$ cat config.mk
export PLATFORM = sky130hd
export DESIGN_NAME = alu_exec_unit
export DESIGN_NICKNAME = d
export VERILOG_FILES = /design/src/rtl/alu_exec_unit.sv
export SDC_FILE = /design/constraint.sdc
export NUM_CORES = 1
export LEC_CHECK = 0
export ABC_AREA = 1
export CAP_MARGIN = 20
export CORE_ASPECT_RATIO = 0.75
export CORE_MARGIN = 2
export CORE_UTILIZATION = 35
export CTS_CLUSTER_DIAMETER = 120
export CTS_CLUSTER_SIZE = 14
export DETAILED_ROUTE_END_ITERATION = 6
export MAX_ROUTING_LAYER = met4
export PLACE_DENSITY = 0.54
export SYNTH_ARGS = -nofsm -noshare
export SYNTH_HDL_FRONTEND = slang
export SYNTH_SLANG_ARGS = --single-unit
$ cat constraint.sdc
create_clock -name clk -period 3.6 [get_ports clk]
set_clock_uncertainty 0.2 [all_clocks]
set_input_delay 0.72 -clock clk [delete_from_list [all_inputs] [get_ports clk]]
set_output_delay 0.72 -clock clk [all_outputs]
set_load 0.01 [all_outputs]
$ cat src/rtl/alu_exec_unit.sv
// rtl/alu_exec_unit.sv - execute-stage ALU with valid/ready handshakes and iterative multiply
//
// Purpose:
//   Accepts an operation code plus two operands, produces a registered result
//   with zero/illegal flags. Logic ops, add/sub, SLT and complement finish one
//   cycle after acceptance; code 4'b1111 runs a WIDTH-cycle shift-add multiply.
//
// Ports:
//   clk, reset            - single clock, synchronous active-high reset
//   in_valid / in_ready   - request handshake (alu_control, op_a, op_b)
//   out_valid / out_ready - result handshake (result, zero, illegal)
//   result                - WIDTH-bit operation result
//   zero                  - result == 0, valid while out_valid
//   illegal               - accepted code was unsupported, valid while out_valid

module alu_exec_unit #(
  parameter int WIDTH = 32
) (
  input  logic             clk,
  input  logic             reset,
  input  logic             in_valid,
  output logic             in_ready,
  input  logic [3:0]       alu_control,
  input  logic [WIDTH-1:0] op_a,
  input  logic [WIDTH-1:0] op_b,
  output logic             out_valid,
  input  logic             out_ready,
  output logic [WIDTH-1:0] result,
  output logic             zero,
  output logic             illegal
);

  localparam int CW = $clog2(WIDTH);

  localparam logic [3:0] OP_OR  = 4'b0000;
  localparam logic [3:0] OP_AND = 4'b0001;
  localparam logic [3:0] OP_ADD = 4'b0010;
  localparam logic [3:0] OP_XOR = 4'b0100;
  localparam logic [3:0] OP_SUB = 4'b0110;
  localparam logic [3:0] OP_SLT = 4'b0111;
  localparam logic [3:0] OP_NOT = 4'b1000;
  localparam logic [3:0] OP_MUL = 4'b1111;

  typedef enum logic [1:0] {
    IDLE = 2'd0,
    BUSY = 2'd1,
    DONE = 2'd2
  } state_t;

  state_t state, state_next;

  logic [CW-1:0]    count;
  logic [WIDTH-1:0] acc;
  logic [WIDTH-1:0] mcand;
  logic [WIDTH-1:0] mplier;

  logic             accept;
  logic             is_mul;
  logic             last_iter;
  logic [WIDTH-1:0] op_res;
  logic             op_illegal;
  logic [WIDTH-1:0] acc_step;

  assign accept    = in_valid && in_ready;
  assign is_mul    = (alu_control == OP_MUL);
  assign last_iter = (count == CW'(WIDTH - 1));
  assign out_valid = (state == DONE);

  // Accumulator value after the current shift-add iteration.
  assign acc_step  = mplier[0] ? (acc + mcand) : acc;

  // Single-cycle datapath; unsupported codes yield result 0 with illegal set.
  always_comb begin
    op_res     = '0;
    op_illegal = 1'b0;
    case (alu_control)
      OP_OR:   op_res = op_a | op_b;
      OP_AND:  op_res = op_a & op_b;
      OP_ADD:  op_res = op_a + op_b;
      OP_XOR:  op_res = op_a ^ op_b;
      OP_SUB:  op_res = op_a - op_b;
      OP_SLT:  op_res = {{(WIDTH-1){1'b0}}, ($signed(op_a) < $signed(op_b))};
      OP_NOT:  op_res = ~op_a;
      OP_MUL:  op_res = '0;
      default: op_illegal = 1'b1;
    endcase
  end

  // Next-state and request-side ready. In DONE a new request can only enter
  // in the same cycle the held result is consumed.
  always_comb begin
    state_next = state;
    in_ready   = 1'b0;
    case (state)
      IDLE: begin
        in_ready = 1'b1;
        if (in_valid) begin
          state_next = is_mul ? BUSY : DONE;
        end
      end
      BUSY: begin
        if (last_iter) begin
          state_next = DONE;
        end
      end
      DONE: begin
        in_ready = out_ready;
        if (out_ready) begin
          if (in_valid) begin
            state_next = is_mul ? BUSY : DONE;
          end else begin
            state_next = IDLE;
          end
        end
      end
      default: begin
        state_next = IDLE;
      end
    endcase
  end

  always_ff @(posedge clk) begin
    if (reset) begin
      state   <= IDLE;
      result  <= '0;
      zero    <= 1'b0;
      illegal <= 1'b0;
      count   <= '0;
      acc     <= '0;
      mcand   <= '0;
      mplier  <= '0;
    end else begin
      state <= state_next;
      if (accept) begin
        if (is_mul) begin
          mcand  <= op_a;
          mplier <= op_b;
          acc    <= '0;
          count  <= '0;
        end else begin
          result  <= op_res;
          zero    <= (op_res == '0);
          illegal <= op_illegal;
        end
      end else if (state == BUSY) begin
        acc    <= acc_step;
        mcand  <= mcand << 1;
        mplier <= mplier >> 1;
        count  <= count + 1'b1;
        // The final iteration writes the product straight into the output
        // registers so DONE is entered on the same edge.
        if (last_iter) begin
          result  <= acc_step;
          zero    <= (acc_step == '0);
          illegal <= 1'b0;
          count   <= '0;
        end
      end
    end
  end

endmodule

Yosys cells after proc, flatten, opt, wreduce, memory -nomap -nowiden --
Index checks and enable logic that the tools add are counted.
Storage, ports and cells: bits in registers 137, word-level logic and storage cells 78, input port bits 72
Cells by class: order comparisons 1, add/sub/neg operators 4, bitwise gates (word level) 4, equality and inequality tests 15, multiplexer cells 35, reduce and logical (&&, ||, !) cells 11
Operators with widths (number):
- $mux 32 | 14
- $pmux 32 s7 | 1
- $add 32x32->32 | 2
- $logic_not 32->1 | 2
- $and 32x32->32 | 1
- $lt 32x32->1 | 1
- $not 32->32 | 1
- $or 32x32->32 | 1
- $sub 32x32->32 | 1
- $xor 32x32->32 | 1
- $mux 5 | 4
- $eq 4x3->1 const B | 3
- $mux 2 | 5
- $mux 1 | 9
- $eq 4x4->1 const B | 2
- $reduce_or 7->1 | 1
- $ne 2x2->1 const B | 3
- $pmux 2 s3 | 1
- $reduce_and 3->1 | 2
- $add 5x1->5 const B | 1
- $eq 5x5->1 const B | 1
- $eq 4x1->1 const B | 1
- $eq 4x2->1 const B | 1
- $logic_not 4->1 | 1
- 8 further kinds | 10

Longest topological paths before layout --
Gate-level depths: netlist (run 1).
word-level depth 6, mapped depth 24, mapped depth without buffers 23

Least setup slack after synthesis (run 1) --
OpenSTA, ideal clock, no wires.
kind in2reg, from input op_a[0], to register zero, setup slack 0.750 ns, arrival 2.594 ns, required time 3.344 ns, stages 22, buffers on the path 0, path through inv_1 ha_1 fa_1 inv_1 nand2_1 nand3_1 nand2_1 nand2_2 nand2_1 nand2_1 nand2_1 nand3_1 nand2_1 nor2_1 nand3_1 nor2_1 nand2_1 nor2_1 nand2_1 nand3_1 nand2_1 inv_1
On the way: cells in the longest elaborated chain, start to end 5, elaborated cells on any way between the ends 11
RTL lines:
- start: declaration | RTL line 24 | input logic [WIDTH-1:0] op_a,
- $sub 32x32->32 (tied with other cells) | RTL line 81 | OP_SUB: op_res = op_a - op_b;
- $pmux 32 s7 (*) | RTL line 76 | case (alu_control)
- $logic_not 32->1 (*) | RTL line 142 | zero <= (op_res == '0);
- $mux 1 (*) | RTL line 135 | if (is_mul) begin
- $mux 1 (*) | RTL line 134 | if (accept) begin
- end signal: assignment | RTL line 142
- end signal: assignment | RTL line 154 | zero <= (acc_step == '0);
- end: declaration | RTL line 29 | output logic zero,
Every way passes the cells marked *; elsewhere a longest branch is shown, timed or not. The select of a mux whose other input is x is not followed. A chain may end at the register's enable or synchronous reset.

Final worst setup path (run 1) --
from input op_a[9], to register zero
Same word-level chain as after synthesis.

==> metrics.md, run 1 <==
| Metric | Value |
|---|---|
| Worst Hold Class | reg2reg |
| Max Slew Vio Count | 0 |
| Final WL | 71,390 um |
| Vias in the first global route | 17,560 |
| Clk root buf | clkbuf_16 |
| CTS tree | yes |
| Synth top area cells | nand2_1, dfxtp_1, ha_1, inv_1, nand3_1 |
| Final Hold Fails | 0 |
| Core area | 43,190 um^2 |
| Die W | about 250 um |
| Std-Cell Rows | 66 |
| FMAX | 288.3 MHz |
| First-pass GRT wire length | 107,600 um |
| H-tree depth | 4 |
| Overall routing resource usage | roughly 32% |
| Post-route DRC | 0 |
| Status | complete, no violations |
| Die area | 45,290 um^2 |
| Initial antenna violation count | 0 |
| Synth area leader | nand2_1 |
| Clock Path Buffers | 2 |
| Gp weighted congestion | 0.9900 |
| Synthesized instance count | 2,754 |
| Post-synth EDFFs | 0 |
| Power Density | between 200 and 300 nW/um^2 |
| Max cap viols | 0 |
| CTS sink cnt | 137 |
| Pre-CTS setup slack | -0.5796 ns |
| Smallest hold slack | around 0.27 ns |
| I/O Pins | between 100 and 150 |
| Syn-to-layout area delta | 34.60% |
| Clock buffer count from CTS | 17 |
| Share of the yosys chip area belonging to registers | 17.98% |
| Reg2reg path depth | 19 |
| Syn nets | between 2,000 and 3,000 |
| Critical Path RT | 3.81 ns |
| HPWL Detailed | 58,580 um |
| Largest net degree at the start of global routing | 76 |
| Syn Std Cell Area | between 15,000 and 20,000 um^2 |
| Critical path endpoint category | register |
| Vert. Die Dim | 184.8 um |
| CP Max Fanout | 6 |
| First-pass DRT Iterations | 5 |
| Top cell type's share of synthesized area | 24.66% |
| Diode count | 0 |
| Final nets | 3,373 |
| Relative slew margins | 56.59% |
| Initial core utilization | 35.32% |
| Vias per cell | ~5 |
| Syn Area/Cell | 5.539 um^2 |
| Final count of negative-setup-slack endpoints | 0 |
| Async set-reset flop share out of synthesis | 0% |
| Final core utilization | 47.54% |
| IO buf count | around 110 |
| Post-route ant nets | 0 |
| Detailed Route Iter0 Violations | 1,692 |
| Crit share post-route | slightly below 100% |
| Worst-path clk slew | around 0.07 ns |
| Critical Path AT | 3.68 ns |
| Syn. warnings | 0 |
| Hold_buf cts | 0 |
| Critical path startpoint category | primary input |
| Path type of the worst setup path | in2reg |
| Final worst setup slack | 0.1310 ns |
| Worst-Margin Slew | 0.6511 ns |
| Overflow after GRT | 0 |
| Max rail drop VDD | 0.0003613 V |
| Total number of vias | 18,790 |
| Skew-Pair Late Insertion Delay | 0.46 ns |
| Cell leakage power | about 11 nW |
| Synth Flop Type | dfxtp_1 |
| Synthesis-stage register bit count | 137 |
| Fin crit period | 3.469 ns |
| Wire per inst | 19.05 um |
| Yosys cell types | 46 |
| Hold Path Depth | 2 |
| Share of cells above drive strength 1 | 15.90% |
-- worst max-delay path, stage by stage --
cell and delay [ns]:
clkdlybuf4s50_1 0.54, inv_1 0.08, ha_2 0.39, buf_4 0.16
nand2_1 0.10, nor2_2 0.17, nand3_1 0.15, nand3_2 0.15
nand2_1 0.06, nand3_1 0.06, nand3_1 0.19, nor2_2 0.22
nand3_1 0.10, nor2_1 0.11, nand2_2 0.11, nor2_1 0.12
nand2_1 0.06, nand3_1 0.06, nand2_1 0.06, inv_1 0.05
-- report_power, final --
group | leakage, nW | internal (W) | switching, W
combinational | 9.41 | 0.000851 | 0.00121
clock | 0.283 | 0.00109 | 0.000810
sequential | 1.11 | 0.00156 | 0.0000371
-- cells in the mapped netlist, types with 3 or more instances --
cell type / n
a21oi_1: 134
a221oi_1: 17
a31oi_1: 71
and2_1: 4
and3_1: 3
buf_1: 14
buf_2: 25
buf_4: 6
buf_6: 8
clkbuf_1: 49
clkinv_1: 4
dfxtp_1: 137
fa_1: 3
ha_1: 141
inv_1: 444
inv_2: 4
mux2i_1: 3
nand2_1: 1002
nand3_1: 194
nand3_2: 3
nand3b_1: 5
nand4_1: 21
nor2_1: 224
nor3_1: 25
nor3_2: 3
nor4_1: 3
o211ai_1: 5
o21a_1: 3
o21ai_0: 125
o21ai_1: 3
o21bai_1: 8
o221ai_1: 5
o22ai_1: 28
or2_2: 6
xnor2_1: 6
xor2_1: 5
-- sequential cells by signal, summed over array words and instances (netlist names) --
signal and count:
state 2, count 5, result 32, mplier 32, acc 32, illegal 1
zero 1, mcand 32
-- cell type report --
type                            count  area (um^2)
Multi-Input combinational cell   2062        10620
Timing Repair Buffer              487         4154
Clock inverter                     13        170.2
Tap cell                          578        723.2
Clock buffer                       18        429.2
Fill cell                        4686        22660
Inverter                          452         1698
Sequential cell                   137         2743
-- cell usage in the layout (no fill, tap or decap), types with 17 or more instances in the layout --
cell	instances
clkbuf_16	17
nand2_1	990
nand4_1	21
buf_12	18
nor2_2	23
a31oi_1	71
a21oi_1	132
nor3_1	24
clkdlybuf4s50_1	102
o22ai_1	28
buf_4	362
o21ai_0	123
nor2_1	197
inv_1	442
a221oi_1	17
dfxtp_1	137
ha_1	127
nand3_1	183
-- routing by layer --
layer	wire, um	vias up	global-route usage (%)
li1	-	9506	-
met1	36010	8619	46.35
met2	30140	604	48.81
met3	4324	58	4.593
met4	914	0	5.854
met5	0	-	-
-- worst paths after layout --
path	slack [ns]	start	end
max reg2reg	0.22	acc[0]	zero
min reg2reg	0.27	result[8]	result[8]
max	0.13	op_a[9]	zero
min	0.27	result[8]	result[8]
-- cells by family (layout without fill, tap and decap cells) --
family | count (synthesis) | after routing | synth area share (%)
flops | 137 | 137 | 17.98
fa+ha+maj | 144 | 144 | 11.96
simple gates | 1498 | 1498 | 39.75
xor+xnor | 11 | 11 | 0.6315
compound gates | 406 | 406 | 15.08
mux | 3 | 3 | 0.1969
buf+inv | 555 | 970 | 14.41
-- stage by stage --
stage	cells	power, W	cell area [um^2]	TNS, ns
6_report	3747	0.005569	20530	0
5_1_grt	3747	0.005833	20530	-0.004316
4_1_cts	3746	0.005521	20260	0
3_5_place_dp	3715	0.003611	19630	-5.469
3_3_place_gp	3715	0.003611	19630	-5.102
2_1_floorplan	2754	0.002543	15250	0
-- timing repair --
item | 4_1_cts | 5_1_grt
gates resized for setup | 8 | 72
buffers inserted | 0 | 1
endpoints found under the setup margin | 3 | 10
pin swaps | 0 | 7
Power figures use the tool's default switching activity.
==> inputs of run 2 (changes only) <==
--- a/config.mk
+++ b/config.mk
@@ -15,6 +15,7 @@
 export DETAILED_ROUTE_END_ITERATION = 6
 export MAX_ROUTING_LAYER = met4
 export PLACE_DENSITY = 0.54
+export REMOVE_ABC_BUFFERS = 1
 export SYNTH_ARGS = -nofsm -noshare
 export SYNTH_HDL_FRONTEND = slang
 export SYNTH_SLANG_ARGS = --single-unit
==> run 2 against run 1 <==
Compared with the run above:
- register-to-register slack gained 0.09 ns
- largest power group unchanged
- core utilization shrank 0.35 points
- first-iteration DRC count shrank 12%
- hold slack lost 0.0044 ns
- non-clock buffer count shrank 11
- sequential share of layout area grew 0.10 points
==> metrics.md, run 2 (synthesis results as in run 1) <==
| Metric | Value |
|---|---|
| FMAX | 288.1 MHz |
| Diode count | 0 |
| Critical path endpoint category | register |
| Vias in the first global route | 17,440 |
| I/O Pins | 108 |
| CP Max Fanout | 8 |
| Met3 wire length | 3588 um |
| Post-route DRC | 0 |
| CTS tree | yes |
| Final worst setup slack | between 0.1 and 0.15 ns |
| Final Hold Fails | 0 |
| Syn-to-layout area delta | 33.60% |
| Fin crit period | between 3 and 4 ns |
| Most frequent cells in the layout | nand2_1, inv_1, buf_4, nor2_1, nand3_1 |
| Top Metal Used | met4 |
| Worst-path clk slew | ~0.060 ns |
| Wire per inst | 18.29 um |
| Total power | 0.005339 W |
| CTS sink cnt | approximately 140 |
| Critical path startpoint category | primary input |
| Core area | 43,190 um^2 |
| Skew-Pair Late Insertion Delay | 0.45 ns |
| Die W | 245.1 um |
| Hold_buf cts | 0 |
| Worst Hold Class | reg2reg |
| Final WL | 68,330 um |
| Initial core utilization | 35.32% |
| Overall routing resource usage | a little under a third |
| H-tree depth | 4 |
| Int Pwr | 0.003346 W |
| Std-Cell Rows | 66 |
| IO buf count | 107 |
| Sw Pwr | 0.001992 W |
| Max rail drop VDD | 0.0003409 V |
| Vert. Die Dim | 184.8 um |
| Relative slew margins | 49.47% |
| Layout Cells excl Fill | 3,736 |
| Placed inst area | 19,480 um^2 |
| Power Density | roughly 260 nW/um^2 |
| Max cap viols | 0 |
| Critical Path RT | 3.75 ns |
| Status | complete, no violations |
| DR WL met2 | 28,870 um |
| Initial antenna violation count | 0 |
| First-pass GRT wire length | 103,300 um |
| Smallest hold slack | 0.2664 ns |
| Placed insts | 3,703 |
| Worst-Margin Slew | approximately 0.74 ns |
| Post-route ant nets | 0 |
| Final count of negative-setup-slack endpoints | 0 |
| Cell leakage power | between 10 and 15 nW |
| HPWL Detailed | roughly 56,000 um |
| Clock buffer count from CTS | 17 |
| Clk network pwr share | 32.5% |
| Gp weighted congestion | 0.9743 |
| Vias per cell | 5.021 |
| Post-route cell area | 20,380 um^2 |
| Total number of vias | about 19,000 |
| Largest net degree at the start of global routing | around 80 |
| Max Slew Vio Count | 0 |
| Commonest non-fill, non-tap cell in the layout | nand2_1 |
| Detailed Route Iter0 Violations | ~1,500 |
| Switching share of power | 37.32% |
| Crit share post-route | a little over nine tenths |
| Critical Path AT | 3.62 ns |
| First-pass DRT Iterations | 5 |
| Gate power share | 37.5% |
| Overflow after GRT | 0 |
| Met1 WL | 34,240 um |
| Clock Path Buffers | 2 |
| Die area | 45,290 um^2 |
| RSZ-0062 raised after global routing | yes |
| Share of cells above drive strength 1 | 15.93% |
| Path type of the worst setup path | in2reg |
| Final nets | 3,362 |
| Clk root buf | clkbuf_16 |
| Seq pwr share | a little under a third |
| Pre-CTS setup slack | -0.6520 ns |
## run 2: cell count changes in the layout (fill, tap and decap cells not counted), moves of 3 or more
cell,previous run,this run
buf_12,18,13
nand2_2,12,16
nand3_2,13,20
clkdlybuf4s50_1,102,99
a21oi_2,4,7
a21oi_1,132,129
nand3_1,183,177
nand2_1,990,986
buf_4,362,355
## run 2: power groups by stage
stage | registers (W) | logic [W] | clock network [W]
2_1_floorplan | 0.00163 | 0.000866 | 0
3_3_place_gp | 0.00164 | 0.00191 | 0
3_5_place_dp | 0.00164 | 0.00191 | 0
4_1_cts | 0.00160 | 0.00192 | 0.00176
5_1_grt | 0.00161 | 0.00218 | 0.00182
6_report | 0.00160 | 0.00200 | 0.00173
## run 2: layout make-up
class / instances / area [um^2]
inverters: 452 / 1698
flip-flops and latches: 137 / 2743
repair buffers: 476 / 4016
clock buffers: 18 / 429.2
well taps: 578 / 723.2
multi-input cells: 2062 / 10650
fillers: 4755 / 22810
clock inverters: 13 / 122.6
## run 2: critical path, cell delays in order
cell	delay, ns
clkdlybuf4s50_1	0.53
inv_1	0.08
ha_1	0.41
nor2_1	0.33
nand2_2	0.17
nor3_4	0.24
nand2_1	0.18
nand3_1	0.10
nand2_1	0.05
nand3_1	0.08
nand3_1	0.15
buf_4	0.17
a21oi_2	0.17
o21ai_0	0.10
nand2_1	0.09
inv_1	0.04
## run 2: stage by stage
stage / util (%) / setup TNS (ns)
final: 47.19 / 0
after global routing: 47.19 / -0.02475
after CTS: 46.42 / 0
after detailed placement: 45.10 / -7.045
after global placement: 45.10 / -7.255
after floorplan: - / -436.96
## run 2: per-layer routing
metal / GRT usage (%) / up-vias
met5: - / -
li1: - / 9484
met1: 43.78 / 8599
met4: 7.756 / 0
met3: 2.970 / 86
met2: 46.58 / 590
## run 2: final timing paths
path,from,depth (start not counted),end,slack (ns)
setup / recovery,op_b[21],16,result[22],0.13
hold / removal,result[8],2,result[8],0.27
setup reg to reg,mcand[0],19,zero,0.31
hold reg to reg,result[8],2,result[8],0.27
## run 2: timing repair
| action | in CTS | in global routing |
|---|---|---|
| pin swaps | 0 | 6 |
| setup endpoints to repair | 5 | 12 |
| resized for setup | 6 | 86 |
| setup buffers | 0 | 2 |
==> inputs of run 3 (changes only) <==
--- a/config.mk
+++ b/config.mk
@@ -10,12 +10,13 @@
 export CORE_ASPECT_RATIO = 0.75
 export CORE_MARGIN = 2
 export CORE_UTILIZATION = 35
-export CTS_CLUSTER_DIAMETER = 120
+export CTS_CLUSTER_DIAMETER = 150
 export CTS_CLUSTER_SIZE = 14
 export DETAILED_ROUTE_END_ITERATION = 6
 export MAX_ROUTING_LAYER = met4
 export PLACE_DENSITY = 0.54
 export REMOVE_ABC_BUFFERS = 1
+export SETUP_SLACK_MARGIN = 0.02
 export SYNTH_ARGS = -nofsm -noshare
 export SYNTH_HDL_FRONTEND = slang
 export SYNTH_SLANG_ARGS = --single-unit
==> results of run 3 <==
Same layout as run 2: the final DEF is identical, and so are final timing and power.
==> edit 1, RTL diff (flow settings as in run 1) <==
Remove the case item `OP_ADD` of the case on `alu_control`.
--- a/src/rtl/alu_exec_unit.sv
+++ b/src/rtl/alu_exec_unit.sv
@@ -78,3 +78,2 @@
       OP_AND:  op_res = op_a & op_b;
-      OP_ADD:  op_res = op_a + op_b;
       OP_XOR:  op_res = op_a ^ op_b;
Function: changed (Yosys sat finds a counterexample within 4 cycles, from zero or initial values and one cycle with reset high).
==> edit 1 against run 1 <==
Area after synthesis down 14%. Largest power group is now the clock network. Core utilization down 1.3 points. Final area down 17%. Final cell count down 17%. Fmax up 3.1%. Sequential cell count unchanged. Worst setup slack better by 0.10 ns. Total power down 15%. Critical path depth up 2. Wire length down 26%.
==> edit 1: results (changes against run 1) <==
Global route
  – Met3 track demand over resource in global routing: 3.71% (-0.89 points)
  – Vias in the first global route: 14100 (-19%)
  – First-pass GRT wire length: 81.9 mm (-24%)
  – Grt met2 use: 42.2% (-6.6 points)
  – Initial antenna violation count: 0 (unchanged)
  – Total track usage: 28.4% (-4.1 points)
  – Met1 Usage GRT: 40.6% (-5.7 points)
  – Pin count of the biggest net entering global routing: 105 (+38%)
  – Gr busiest metal: met2

CTS
  – Clock input transition at the sequential cells of the worst setup and hold paths: 0.07 ns (about the same)
  – Clk_lat worst skew: 0.44 ns (-0.02 ns)
  – Setup Fix Bufs, Post-CTS: 0 (unchanged)
  – Maximum clock path buffer count: 2 (unchanged)
  – Clock buffers created by TritonCTS: 17 (unchanged)
  – CTS H-tree depth: 4 (unchanged)
  – Buffer cell driving the clock tree root: sky130_fd_sc_hd__clkbuf_16

Route
  – Top routing layer in use: met4
  – Drt pass-1 iters: 5 (unchanged)
  – Routed met1 length: 27.1 mm (-25%)
  – Met3 Wirelength: 3.14 mm (-27%)
  – Average routed wire per standard cell: 17.0 um (-11%)
  – Total length of routed met2 wires: 21.8 mm (-28%)
  – Via count normalized by instance count: 4.92 (-1.9%)
  – Initial DRC Count: 1042 (-38%)

Finish
  – Number of nets in the finished design: 2813 (-17%)
  – Post-layout instance count excluding filler cells: 3127 (-17%)
  – Share of final-layout standard cells stronger than drive strength 1: 12.3% (-3.6 points)
  – Diodes inserted: 0 (unchanged)

Logic synthesis
  – Part of the Yosys area used for sequential elements: 20.9% (+2.9 points)
  – Primary flip-flop cell chosen by synthesis mapping: sky130_fd_sc_hd__dfxtp_1
  – Proportion of netlist area held by the largest area contributor: 24.2% (-0.43 points)
  – Total of warnings raised by yosys: 0 (unchanged)
  – Net count after synthesis: 2505 (-16%)
  – Syn Area/Cell: 5.70 um2 (+2.9%)
  – Number of distinct standard cells referenced by the synthesized netlist: 41 (-11%)
  – Share of flip-flops with an asynchronous set or reset: 0% (unchanged)
  – Ranking of synthesized cells by instance count: sky130_fd_sc_hd__nand2_1, sky130_fd_sc_hd__inv_1, sky130_fd_sc_hd__nor2_1
  – Leading cell types by total area after synthesis: sky130_fd_sc_hd__nand2_1, sky130_fd_sc_hd__dfxtp_1, sky130_fd_sc_hd__ha_1

Status
  – Run status: finished clean

STA
  – Max-slew headroom: 45.3% (-11 points)

Worst hold path
  – Class of the most critical hold timing path: reg2reg

Setup path
  – Largest stage delay on the critical path: 0.55 ns
  – CP arrival: 3.55 ns (-0.13 ns)
  – Critical-path top delay cell: sky130_fd_sc_hd__clkdlybuf4s50_1
  – Crit path max fanout: 3 (-3)

Placement
  – Weighted congestion at the end of routability-driven global placement: 1.02 (+2.8%)
  – HPWL after DPL: 42.9 mm (-27%)
  – Number of buffers inserted by port buffering: 107 (unchanged)

Power and ir drop
  – Static leakage: 8.93 nW (-17%)
  – Max VDD drop: 0.231 mV (-36%)
  – Switching Fraction: 35.3% (-1.7 points)
edit 1: cell types whose count changed after synthesis, moves of 7 or more:
cell | before | now
sky130_fd_sc_hd__o21ai_0 | 125 | 116
sky130_fd_sc_hd__o22ai_1 | 28 | 19
sky130_fd_sc_hd__nand3_1 | 194 | 141
sky130_fd_sc_hd__clkbuf_1 | 49 | 56
sky130_fd_sc_hd__buf_1 | 14 | 3
sky130_fd_sc_hd__inv_1 | 444 | 383
sky130_fd_sc_hd__nor2_1 | 224 | 163
sky130_fd_sc_hd__a21oi_1 | 134 | 96
sky130_fd_sc_hd__ha_1 | 141 | 129
sky130_fd_sc_hd__nand2_1 | 1002 | 847
sky130_fd_sc_hd__buf_2 | 25 | 13
edit 1: worst paths after layout:
kind         startpoint       end  slack [ns]  depth (start not counted)
max            op_a[21]      zero        0.23                         22
min            count[4]  count[4]        0.27                          2
max reg2reg    mcand[0]      zero        0.31                         17
min reg2reg    count[4]  count[4]        0.27                          2
edit 1: power groups by stage:
stage / Clock [mW] / Sequential (mW) / Combinational [mW]
3_5_place_dp: 0 / 1.64 / 1.37
3_3_place_gp: 0 / 1.64 / 1.37
2_1_floorplan: 0 / 1.63 / 0.647
5_1_grt: 1.82 / 1.61 / 1.54
4_1_cts: 1.77 / 1.61 / 1.38
6_report: 1.74 / 1.61 / 1.40
edit 1: cell families (layout without fill, tap and decap cells):
group / Yosys count / in the layout / share of synthesized area [%]
AO/OA/AOI/OAI: 349 / 349 / 15.3
XOR/XNOR: 8 / 8 / 0.534
adder cells (fa/ha/maj): 131 / 131 / 12.6
buffers and inverters: 466 / 787 / 13.7
flip-flops: 137 / 137 / 20.9
multiplexers: 1 / 1 / 0.0763
AND/OR/NAND/NOR: 1210 / 1210 / 37.0
edit 1: final cells by class:
class	instances	area (um2)
Clock inverter	14	126
Fill cell	3939	19900
Clock buffer	18	429
Timing Repair Buffer	367	3110
Sequential cell	137	2740
Inverter	388	1460
Tap cell	504	631
Multi-Input combinational cell	1699	8630
edit 1: worst max-delay path: cells and delay by family:
kind | cells | cell delay [ns]
buffers and inverters | 6 | 1.01
AO/OA/AOI/OAI | 2 | 0.33
adder cells (fa/ha/maj) | 1 | 0.35
AND/OR/NAND/NOR | 13 | 1.13
edit 1: repair_timing:
item | CTS | global route
resized for setup | 0 | 12
setup endpoints to repair | 0 | 2
hold endpoints to repair | 0 | 0
edit 1: through the flow:
stage          setup TNS [ns]  setup WS (ns)  cell area [um2]
3_5_place_dp            -1.43         -0.323            16500
2_1_floorplan               0          0.763            13100
5_1_grt               -0.0232        -0.0232            17100
3_3_place_gp            -1.21         -0.333            16500
4_1_cts                     0          0.134            17100
6_report                    0          0.234            17100
==> edit 2, RTL diff (flow settings as in run 1) <==
Made on the original files. Set the parameter `WIDTH` to 16 (it was 32).
--- a/src/rtl/alu_exec_unit.sv
+++ b/src/rtl/alu_exec_unit.sv
@@ -16,3 +16,3 @@
 module alu_exec_unit #(
-  parameter int WIDTH = 32
+  parameter int WIDTH = 16
 ) (
Interface: changed (resized op_a, op_b and result); port bits go from 108 to 60. The function was not compared with the original's and may differ.
==> edit 2 against run 1 <==
Final area shrank 57%. Area after synthesis is 52% lower. Sequential cell count is 65 lower. Wire length down 62%. Synthesized cell count is 54% lower. Hold slack gained 0.0026 ns. Worst setup slack improved by 0.13 ns. Global-route usage decreased by 7.0 points. Total power down 54%.
==> edit 2: results (changes against run 1) <==
Global route
  – Met3 track demand over resource in global routing: 3.60% (-0.99 points)
  – Pin count of the biggest net entering global routing: 47 (-38%)
  – Vias in the first global route: 7596 (-57%)
  – First-pass GRT wire length: 41.9 mm (-61%)
  – Total track usage: 25.4% (-7.0 points)
  – Grt met2 use: 35.9% (-13 points)
  – Initial antenna violation count: 0 (unchanged)
  – Met1 Usage GRT: 38.5% (-7.9 points)

Power and ir drop
  – Max VDD drop: 0.177 mV (-51%)
  – Static leakage: 4.39 nW (-59%)

Placement
  – HPWL after DPL: 21.7 mm (-63%)
  – Number of buffers inserted by port buffering: 59 (-45%)
  – Cell Area, Placed: 0.00863 mm2 (-56%)
  – Weighted congestion at the end of routability-driven global placement: 0.983 (-0.76%)
  – Setup slack at placement: -0.0609 ns (+0.519 ns)

Finish
  – Share of final-layout standard cells stronger than drive strength 1: 10.6% (-5.3 points)
  – Number of nets in the finished design: 1472 (-56%)
  – Fillers: 2267 (-52%)

Logic synthesis
  – Leading cell types by total area after synthesis: sky130_fd_sc_hd__nand2_1, sky130_fd_sc_hd__dfxtp_1, sky130_fd_sc_hd__ha_1
  – Primary flip-flop cell chosen by synthesis mapping: sky130_fd_sc_hd__dfxtp_1
  – Part of the Yosys area used for sequential elements: 19.7% (+1.8 points)
  – Net count after synthesis: 1368 (-54%)
  – Ranking of synthesized cells by instance count: sky130_fd_sc_hd__nand2_1, sky130_fd_sc_hd__inv_1, sky130_fd_sc_hd__nor2_1
  – Number of distinct standard cells referenced by the synthesized netlist: 39 (-15%)
  – Total of warnings raised by yosys: 0 (unchanged)
  – Share of flip-flops with an asynchronous set or reset: 0% (unchanged)

Setup path
  – Largest stage delay on the critical path: 0.50 ns (-0.04 ns)
  – CP arrival: 3.41 ns (-0.27 ns)
  – Critical-path top delay cell: sky130_fd_sc_hd__clkdlybuf4s50_1
  – Crit path max fanout: 3 (-3)
  – Gate family responsible for the most delay along the worst path: simple AND/OR/NAND/NOR gates

STA
  – Max-slew headroom: 53.7% (-2.9 points)

CTS
  – Clock input transition at the sequential cells of the worst setup and hold paths: 0.06 ns
  – Clock buffers created by TritonCTS: 9 (-8)
  – CTS H-tree depth: 3 (-1)
  – Maximum clock path buffer count: 2 (unchanged)
  – Buffer cell driving the clock tree root: sky130_fd_sc_hd__clkbuf_16
  – Clk_lat worst skew: 0.34 ns (-0.12 ns)

Route
  – Drt pass-1 iters: 5 (unchanged)
  – Total wire length after detailed routing: 27.2 mm (-62%)
  – Initial DRC Count: 771 (-54%)
  – Overall via count from detail_route: 8319 (-56%)

Worst hold path
  – Class of the most critical hold timing path: reg2reg

Status
  – Run status: finished clean
## edit 2: changes by cell type in the layout (fill, tap and decap cells not counted), moves of 43 or more
| cell | change |
|---|---|
| sky130_fd_sc_hd__dfxtp_1 | -65 |
| sky130_fd_sc_hd__nand2_1 | -575 |
| sky130_fd_sc_hd__ha_1 | -56 |
| sky130_fd_sc_hd__buf_4 | -287 |
| sky130_fd_sc_hd__o21ai_0 | -68 |
| sky130_fd_sc_hd__inv_1 | -275 |
| sky130_fd_sc_hd__nor2_1 | -96 |
| sky130_fd_sc_hd__a21oi_1 | -51 |
| sky130_fd_sc_hd__nand3_1 | -84 |
| sky130_fd_sc_hd__clkdlybuf4s50_1 | -43 |
## edit 2: what timing repair did
action,CTS,global route
resized for setup,0,2
endpoints found under the setup margin,0,1
buffers inserted,0,0
## edit 2: logic make-up (layout without fill, tap and decap cells)
| group | Yosys count | after routing | share of synthesized area (%) |
|---|---|---|---|
| xor+xnor | 1 | 1 | 0.120 |
| compound gates | 207 | 207 | 15.9 |
| fa+ha+maj | 74 | 74 | 13.0 |
| buf+inv | 220 | 329 | 12.2 |
| simple gates | 680 | 680 | 39.1 |
| flops | 72 | 72 | 19.7 |
## edit 2: final cells by class
class                   count  area [um2]  area share, %
clock inverters             5        57.6          0.645
inverters                 177         664           7.44
repair buffers            136        1190           13.4
multi-input cells         962        4990           55.8
clock buffers              11         233           2.61
well taps                 282         353           3.95
flip-flops and latches     72        1440           16.1
## edit 2: per-layer routing
metal	up-vias	routed length (um)
li1	4231	-
met1	3768	14300
met2	299	10700
met3	21	1960
met4	0	267
met5	-	0
## edit 2: stage by stage
step	total power [mW]	instances	hold WS, ns
6_report	2.55	1645	0.273
5_1_grt	2.67	1645	0.302
2_1_floorplan	1.31	1254	0.254
4_1_cts	2.55	1645	0.273
3_3_place_gp	1.65	1629	0.261
3_5_place_dp	1.65	1629	0.261
## edit 2: where the power goes
| group | total (mW) | internal, mW | leakage (nW) | switching [mW] |
|---|---|---|---|---|
| Combinational | 0.795 | 0.304 | 3.66 | 0.491 |
| Clock | 0.898 | 0.537 | 0.143 | 0.361 |
| Sequential | 0.853 | 0.827 | 0.584 | 0.0268 |
## edit 2: worst paths after layout
check | from | to | slack (ns) | cells after the start
worst max-delay path | op_a[0] | zero | 0.26 | 19
worst min-delay path | illegal | illegal | 0.27 | 2
worst max register to register | acc[0] | result[8] | 0.95 | 13
worst min register to register | illegal | illegal | 0.27 | 2
